==> src/rtl/arb8_pkg.sv <==
// Shared types and sizes for the 8-requester arbiter.
package arb8_pkg;

  localparam int N_REQ = 8;
  localparam int ID_W  = 3;

  typedef enum logic {
    IDLE  = 1'b0,
    GRANT = 1'b1
  } arb_state_t;

  typedef logic [ID_W-1:0]  id_t;
  typedef logic [N_REQ-1:0] req_t;

endpackage

==> src/rtl/pri_pick8.sv <==
// Combinational rotated priority picker: first set request scanning iPtr, iPtr+1, ... mod 8.
// With ARB_FIXED_PRI_EN defined, iPtr is ignored and requester 7 is highest, 0 lowest.
module pri_pick8
  import arb8_pkg::*;
(
  input  logic [N_REQ-1:0] iReq,
  input  logic [ID_W-1:0]  iPtr,
  output logic [ID_W-1:0]  oId,
  output logic             oAny
);

  id_t scan_idx;

`ifdef ARB_FIXED_PRI_EN
  logic unused_ptr;
  assign unused_ptr = ^iPtr;
`endif

  always_comb begin
    // NOTE: every output gets a default before the loop, so no path leaves a latch behind.
    oId      = '0;
    oAny     = 1'b0;
    scan_idx = '0;
    // Walk from lowest priority to highest; the last hit is the winner.
    for (int i = N_REQ - 1; i >= 0; i--) begin
`ifdef ARB_FIXED_PRI_EN
      scan_idx = ID_W'(N_REQ - 1 - i);
`else
      scan_idx = iPtr + ID_W'(i);
`endif
      if (iReq[scan_idx]) begin
        oId  = scan_idx;
        oAny = 1'b1;
      end
    end
  end

endmodule

==> src/rtl/arbiter8_rr.sv <==
// Registered 8-requester arbiter: round-robin with optional hold timeout.
// Define ARB_FIXED_PRI_EN for fixed priority (7 highest); the pointer is then held at 0.
module arbiter8_rr
  import arb8_pkg::*;
#(
  parameter int HOLD_MAX = 16,
  parameter int CNT_W    = 5
) (
  input  logic             iClk,
  input  logic             iRst,
  input  logic             iEI,
  input  logic [N_REQ-1:0] iReq,
  output logic [N_REQ-1:0] oGnt,
  output logic [ID_W-1:0]  oGntId,
  output logic             oValid,
  output logic             oEO
);

  localparam bit               HOLD_EN   = (HOLD_MAX != 0);
  localparam logic [CNT_W-1:0] HOLD_LAST = HOLD_EN ? CNT_W'(HOLD_MAX - 1) : '0;

  arb_state_t       state_q, state_d;
  req_t             gnt_q, gnt_d;
  id_t              gnt_id_q, gnt_id_d;
  logic             valid_q, valid_d;
  logic             eo_q, eo_d;
  id_t              ptr_q, ptr_d;
  logic [CNT_W-1:0] hold_cnt_q, hold_cnt_d;

  id_t  pick_id;
  logic pick_any;
  logic req_drop;
  logic timeout;
  id_t  next_ptr;

  pri_pick8 u_pick (
    .iReq (iReq),
    .iPtr (ptr_q),
    .oId  (pick_id),
    .oAny (pick_any)
  );

  assign req_drop = ~iReq[gnt_id_q];
  assign timeout  = HOLD_EN && (hold_cnt_q == HOLD_LAST);

`ifdef ARB_FIXED_PRI_EN
  assign next_ptr = '0;
`else
  assign next_ptr = gnt_id_q + ID_W'(1);
`endif

  always_comb begin
    state_d    = state_q;
    gnt_d      = gnt_q;
    gnt_id_d   = gnt_id_q;
    valid_d    = valid_q;
    ptr_d      = ptr_q;
    hold_cnt_d = hold_cnt_q;

    unique case (state_q)
      IDLE: begin
        if (!iEI && pick_any) begin
          state_d    = GRANT;
          gnt_d      = N_REQ'(1) << pick_id;
          gnt_id_d   = pick_id;
          valid_d    = 1'b1;
          hold_cnt_d = '0;
        end
      end
      GRANT: begin
        hold_cnt_d = (hold_cnt_q == '1) ? hold_cnt_q : hold_cnt_q + CNT_W'(1);
        // Release always takes a full IDLE cycle; gnt_id keeps the last owner.
        if (req_drop || timeout || iEI) begin
          state_d    = IDLE;
          gnt_d      = '0;
          valid_d    = 1'b0;
          hold_cnt_d = '0;
          if (req_drop || timeout) ptr_d = next_ptr;
        end
      end
      default: state_d = IDLE;
    endcase

    eo_d = (state_d == IDLE) && !iEI && (iReq == '0);
  end

  always_ff @(posedge iClk) begin
    // NOTE: state registers use non-blocking assignments so every flop samples pre-edge values.
    if (iRst) begin
      state_q    <= IDLE;
      gnt_q      <= '0;
      gnt_id_q   <= '0;
      valid_q    <= 1'b0;
      eo_q       <= 1'b0;
      ptr_q      <= '0;
      hold_cnt_q <= '0;
    end else begin
      state_q    <= state_d;
      gnt_q      <= gnt_d;
      gnt_id_q   <= gnt_id_d;
      valid_q    <= valid_d;
      eo_q       <= eo_d;
      ptr_q      <= ptr_d;
      hold_cnt_q <= hold_cnt_d;
    end
  end

  assign oGnt   = gnt_q;
  assign oGntId = gnt_id_q;
  assign oValid = valid_q;
  assign oEO    = eo_q;

endmodule

==> config.mk <==
export PLATFORM = sky130hd
export DESIGN_NAME = arbiter8_rr
export DESIGN_NICKNAME = d
export VERILOG_FILES = /design/src/rtl/arb8_pkg.sv /design/src/rtl/pri_pick8.sv /design/src/rtl/arbiter8_rr.sv
export SDC_FILE = /design/constraint.sdc
export NUM_CORES = 1
export LEC_CHECK = 0
export BUFFER_PORTS_ARGS = -buffer_cell sky130_fd_sc_hd__buf_4
export CAP_MARGIN = 40
export CORE_ASPECT_RATIO = 0.7
export CORE_MARGIN = 4
export CORE_UTILIZATION = 55
export DETAILED_ROUTE_END_ITERATION = 12
export GPL_TIMING_DRIVEN = 0
export PLACE_DENSITY_LB_ADDON = 0.05
export SYNTH_ARGS = -nofsm -noshare
export SYNTH_HDL_FRONTEND = slang
export SYNTH_HIERARCHICAL = 1
export SYNTH_SLANG_ARGS = --single-unit
export TNS_END_PERCENT = 30
==> constraint.sdc <==
create_clock -name iClk -period 7.63 [get_ports iClk]
set_clock_uncertainty 0.2 [all_clocks]
set_input_delay 0.763 -clock iClk [delete_from_list [all_inputs] [get_ports iClk]]
set_output_delay 0.763 -clock iClk [all_outputs]
set_load 0.05 [all_outputs]
# Word-level counts from Yosys, hierarchy flattened

Cells that the tools add are included.

$add $sub $neg: 9
Magnitude comparators: 9
Equality and inequality tests: 5
Shift-type cells: 1
Mux-type cells: 47
Bitwise operators: 3
Reductions and logical operators: 11

Operators with widths:

| kind                                                  | number |
|---|---|
| < comparator 3 x 4 -> 1 bit, second input constant    | 9 |
| binary-select mux 1 bit (select 3 bit)                | 9 |
| 2-to-1 mux 3 bit                                      | 8 |
| 2-to-1 mux 1 bit                                      | 21 |
| 2-to-1 mux 8 bit                                      | 2 |
| case mux 8 bit (2 select lines)                       | 1 |
| 2-to-1 mux 5 bit                                      | 3 |
| adder 3 bit, second input constant                    | 4 |
| case mux 5 bit (2 select lines)                       | 1 |
| logical NOT 8 bit                                     | 1 |
| left shift 1 x 3 -> 8 bit, first input constant       | 1 |
| adder 3 x 1 -> 3 bit, second input constant           | 2 |
| adder 3 x 2 -> 3 bit, second input constant           | 2 |
| AND reduction 2 bit                                   | 3 |
| adder 5 x 1 -> 5 bit, second input constant           | 1 |
| equality test 5 x 4 -> 1 bit, second input constant   | 1 |
| equality test 5 bit, second input constant            | 1 |
| case mux 1 bit (2 select lines)                       | 2 |
| logical AND 1 bit                                     | 3 |
| inequality test 3 x 2 -> 1 bit, second input constant | 1 |
| inverter 1 bit                                        | 3 |
| AND reduction 3 bit                                   | 1 |
| logical OR 1 bit                                      | 2 |
| inequality test 2 x 1 -> 1 bit, second input constant | 1 |
| other kinds (2)                                       | 2 |

Flip-flop bits (word level): 22
Output and inout bits: 13
Word-level logic and storage cells: 92

# Logic depth before layout (Yosys ltp)

Depth in word-level cells: 17
Mapped depth: 15

# Modules after synthesis

Netlist, hierarchy kept.

By module, submodules not included:

| module      | instances | cells an instance | area an instance (µm²) | sequential area each (µm²) |
|---|---|---|---|---|
| arbiter8_rr | 1         | 134               | 1247.4                 | 440.4 |
| pri_pick8   | 1         | 90                | 782.0                  | 0.0 |

# Worst setup path after synthesis

Ideal clock, no wire load.

Kind: reg-to-reg
From: register ptr_q[1]
To: register gnt_q[6], in the netlist oGnt[6]
Setup time: 0.072 ns
Data arrival time: 3.469 ns
Required time: 7.358 ns
Path slack: 3.890 ns
Cell stages (with the launch flop): 14
Clock period less this slack: 3.740 ns
Cell sequence: dfxtp_1 -> buf_4 -> buf_4 -> inv_1 -> ha_1 -> clkbuf_1 -> mux4_2 -> mux2_4 -> o21ai_2 -> a31oi_1 -> o21bai_1 -> mux2_1 -> or4b_2 -> mux2i_1

Cells in the longest elaborated chain, start to end: 14

Ends and longest elaborated chain:

| item                                   | RTL line           | source |
|---|---|---|
| start: declaration                     | arbiter8_rr.sv:27  | `id_t ptr_q, ptr_d;` |
| start signal: assignment               | arbiter8_rr.sv:103 | `ptr_q <= ptr_d;` |
| adder 3 bit                            | pri_pick8.sv:29    | `scan_idx = iPtr + ID_W'(i);` |
| binary-select mux 1 bit (select 3 bit) | pri_pick8.sv:31    | `if (iReq[scan_idx]) begin` |
| 2-to-1 mux 1 bit (implied by the code) | pri_pick8.sv:31    |  |
| 2-to-1 mux 3 bit (7 in a row)          | pri_pick8.sv:31    |  |
| 2-to-1 mux 3 bit *                     | pri_pick8.sv:31    |  |
| net pick_id[0]                         | arbiter8_rr.sv:30  | `id_t pick_id;` |
| left shift 1 x 3 -> 8 bit *            | arbiter8_rr.sv:64  | `gnt_d = N_REQ'(1) << pick_id;` |
| 2-to-1 mux 8 bit *                     | arbiter8_rr.sv:62  | `if (!iEI && pick_any) begin` |
| case mux 8 bit (2 select lines) *      | arbiter8_rr.sv:60  | `unique case (state_q)` |
| end signal: assignment                 | arbiter8_rr.sv:99  | `gnt_q <= gnt_d;` |
| end: declaration                       | arbiter8_rr.sv:23  | `req_t gnt_q, gnt_d;` |

Mark *: on every way through the listed nets, which the timed path passes. The rest lies on a longest branch. The select of a mux whose other input is x is not followed.
A chain may end at the register's enable or synchronous reset.

# Final worst setup path

From: register ptr_q[1]
To: register gnt_q[5], in the netlist oGnt[5]

The elaborated chain is that of the path after synthesis.

==> flow_summary.yaml <==
setup_path:
  critical_path_class: "flip-flop to flip-flop"
  r2r-end: "oGnt[5]$_SDFFE_PP0P_"
  critical-path-max-stage-delay_ns: 0.63
  reg2reg_slack_ns: 3.26
  cp_common_cell: "buf_4"
  critical_path.top_delay_family: "compound AO/OA/AOI/OAI gates"
  critPathCaptureType: "flip-flop"
  critPathLaunchType: "flip-flop"
  r2r-start: "ptr_q[1]$_SDFFE_PP0P_"
  cp_max_fo: 10
  cp_slowest_cell: "or4b_2"
  cp.required_ns: 7.63
  crit_arrival_ns: 4.37
  reg2reg_depth: 14
  path_buf_inv: 4
  path_cells: "buf_4 -> buf_4 -> inv_1 -> ha_1 -> clkbuf_1 -> mux4_1 -> a21oi_1 -> o211ai_1 -> a211oi_1 -> nor4b_1 -> o22ai_1 -> nand2b_1 -> or4b_2 -> mux2i_1"
routing:
  antenna_left: 0
  routed.top_layer: "met4"
  dr_wl_met2_um: 1860
  routed_wl_um: 4750
  drcViolationCount: 0
  wl_per_cell_um: 15.8
  vias_per_cell: 6.13
  vias: 1844
  drt_pass1_iterations: 4
  met3_length_um: 455
  met1_length_um: 2420
  drt_iter0_markers: 224
floorplanning:
  start_util_pct: 57.4
  num_rows: 18
  die_h_um: 58.8
  io_pins: 24
  core_mm2: 0.00354
  die_area_mm2: 0.00474
  fp.dieW_um: 80.6
clock_tree:
  path_clk_slew_ns: 0.08
  cts_sinks: 22
  cts_buffer_depth: 2
  clk_latency_ns: 0.26
  root_buffer: "clkbuf_8"
  hold_buffers: 0
  numCtsBuffers: 3
  cts_resized: 0
  cts_max_level: 1
  cts_tree: "built"
  post_cts_buffers: 0
placed_design:
  dp_hpwl_um: 3530
  port_buffers: 23
  place_ws_ns: 3.35
  gp_congestion: 0.910
sta:
  clock.fmax_ghz: 0.229
  maxSlewViolCount: 0
  tightest_slew_ns: 0.541
  worst_slack_ns: 3.26
  finalCritPeriodShare_pct: 57.3
  grt_setup_unrepaired: "no"
  slew_headroom_pct: 63.8
  fin_crit_ns: 4.37
  finalHoldViolations: 0
  setup_tns_ns: 0
  setup_viol: 0
min_path:
  holdPathStages: 2
  hold_end: "oGnt[4]$_SDFFE_PP0P_"
  min-delay-start: "oGnt[4]$_SDFFE_PP0P_"
  hold_path.class: "flip-flop to flip-flop"
yosys:
  synth_top_family_by_area: "multiplexers"
  synthMuxAreaShare_pct: 27.1
  synth_compound_area_share_pct: 15.0
  yosysUniqueCellTypes: 54
  synth-simple-area-share_pct: 24.8
  synth_edf_count: 0
  synthXorXnorAreaFrac_pct: 1.73
  seq_area_frac_synth_pct: 21.7
  synthFlopType: "dfxtp_1"
  synthArstFlopShare_pct: 0
  synth_cells: 224
  synth-seq-cells: 22
  avgSynthCellArea_um2: 9.06
  synth_area_mm2: 0.00203
  synth-adder-area-share_pct: 3.70
  syn-num-nets: 241
  synth_warnings: 6
cells_and_area:
  fillers: 310
  syn_to_final_growth_pct: 15.1
  drive_gt1_share_pct: 22.3
  n_antenna_cell: 0
  fin_nets: 269
power_and_ir_drop:
  peakVddDrop_mv: 0.131
  p_per_area_mw_per_mm2: 162
  leakage_nw: 0.922
  power_uw: 379
global_route:
  grt_usage_pct: 21.2
  grt_max_degree: 14
  grt_first_pass_wirelength_um: 7850
  first_global_vias: 1602
  antenna_found_initial: 0
  grt-ovfl-total: 0
outcome:
  outcome: "finished clean"
run:
  max-cap-violations: 0
-- state kept, by name, summed over array words and instances, names as in the netlist --
| name | cells |
|---|---|
| oGntId | 3 |
| oGnt | 8 |
| hold_cnt_q | 5 |
| oEO | 1 |
| state_q | 1 |
| oValid | 1 |
| ptr_q | 3 |
-- metrics by stage --
| step | std cells | instance area (µm²) | util, % | hold WS (ns) |
|---|---|---|---|---|
| 3_3_place_gp | 297 | 2260 | 64.0 | 0.268 |
| 5_1_grt | 301 | 2340 | 66.1 | 0.320 |
| 6_report | 301 | 2340 | 66.1 | 0.281 |
| 4_1_cts | 301 | 2340 | 66.1 | 0.285 |
| 3_5_place_dp | 297 | 2260 | 64.0 | 0.268 |
| 2_1_floorplan | 224 | 2030 | - | 0.266 |
-- how the worst max path moves through the flow --
stage,slack [ns],startpoint,cells past startpoint,to
floorplan,3.89,ptr_q[1]$_SDFFE_PP0P_,13,oGnt[6]$_SDFFE_PP0P_
global placement,3.32,ptr_q[1]$_SDFFE_PP0P_,14,oGnt[6]$_SDFFE_PP0P_
detailed placement,3.35,ptr_q[1]$_SDFFE_PP0P_,14,oGnt[6]$_SDFFE_PP0P_
CTS,3.32,ptr_q[1]$_SDFFE_PP0P_,14,oGnt[6]$_SDFFE_PP0P_
global route,2.99,ptr_q[1]$_SDFFE_PP0P_,14,oGnt[6]$_SDFFE_PP0P_
finish,3.26,ptr_q[1]$_SDFFE_PP0P_,14,oGnt[5]$_SDFFE_PP0P_
-- area by class of cell --
cell class / count / area (µm²) / area share, %
plain buffers: 14 / 95.1 / 4.07
clock buffers: 3 / 41.3 / 1.77
clock inverters: 1 / 30.0 / 1.29
inverters: 7 / 26.3 / 1.12
multi-input cells: 181 / 1470 / 62.8
flip-flops and latches: 22 / 440 / 18.9
well taps: 50 / 62.6 / 2.68
repair buffers: 23 / 173 / 7.39
-- tightest hold or removal path, stage by stage (launching register included) --
cell and delay [ns]:
dfxtp_1 0.31, nand2b_1 0.06, mux2i_1 0.06
-- cells by family after synthesis --
group,Yosys count
AND/OR/NAND/NOR,92
AO/OA/AOI/OAI,41
multiplexers,38
flip-flops,22
buffers and inverters,21
adder cells (fa/ha/maj),6
XOR/XNOR,4
-- synthesized netlist by cell type (4+ instances only) --
cell type	count	area, µm²
nor2b_1	10	62.6
mux2_2	7	78.8
nand2b_1	12	75.1
nor3_1	7	35.0
nand4_1	6	37.5
mux4_1	5	131
clkbuf_1	6	22.5
a31oi_1	8	50.1
a21oi_1	9	45.0
inv_1	7	26.3
dfxtp_1	22	440
nor2_1	18	67.6
nand2_1	16	60.1
mux2i_1	17	170
ha_1	6	75.1
mux4_2	5	113
buf_6	4	45.0
-- report_power, final --
group | switching [mW] | leakage, nW | internal [mW]
clock | 0.0379 | 0.0357 | 0.0701
combinational | 0.0845 | 0.708 | 0.0600
sequential | 0.00571 | 0.179 | 0.120
total | 0.128 | 0.922 | 0.250
-- metal layers --
metal	up-vias	track usage (%)
met4	0	2.89
met5	-	0
met1	855	34.5
met2	83	27.9
li1	902	-
met3	4	5.35
-- cell usage in the layout, fill, tap and decap left out, drive strengths merged, types with 8 or more instances in the layout --
master,instances
buf,31
dfxtp,22
nor2,18
mux2i,17
nand2,16
nand2b,12
mux2,11
nor2b,10
mux4,10
a21oi,9
clkbuf,9
a31oi,8
No activity file was read; power rests on OpenSTA's default activity.
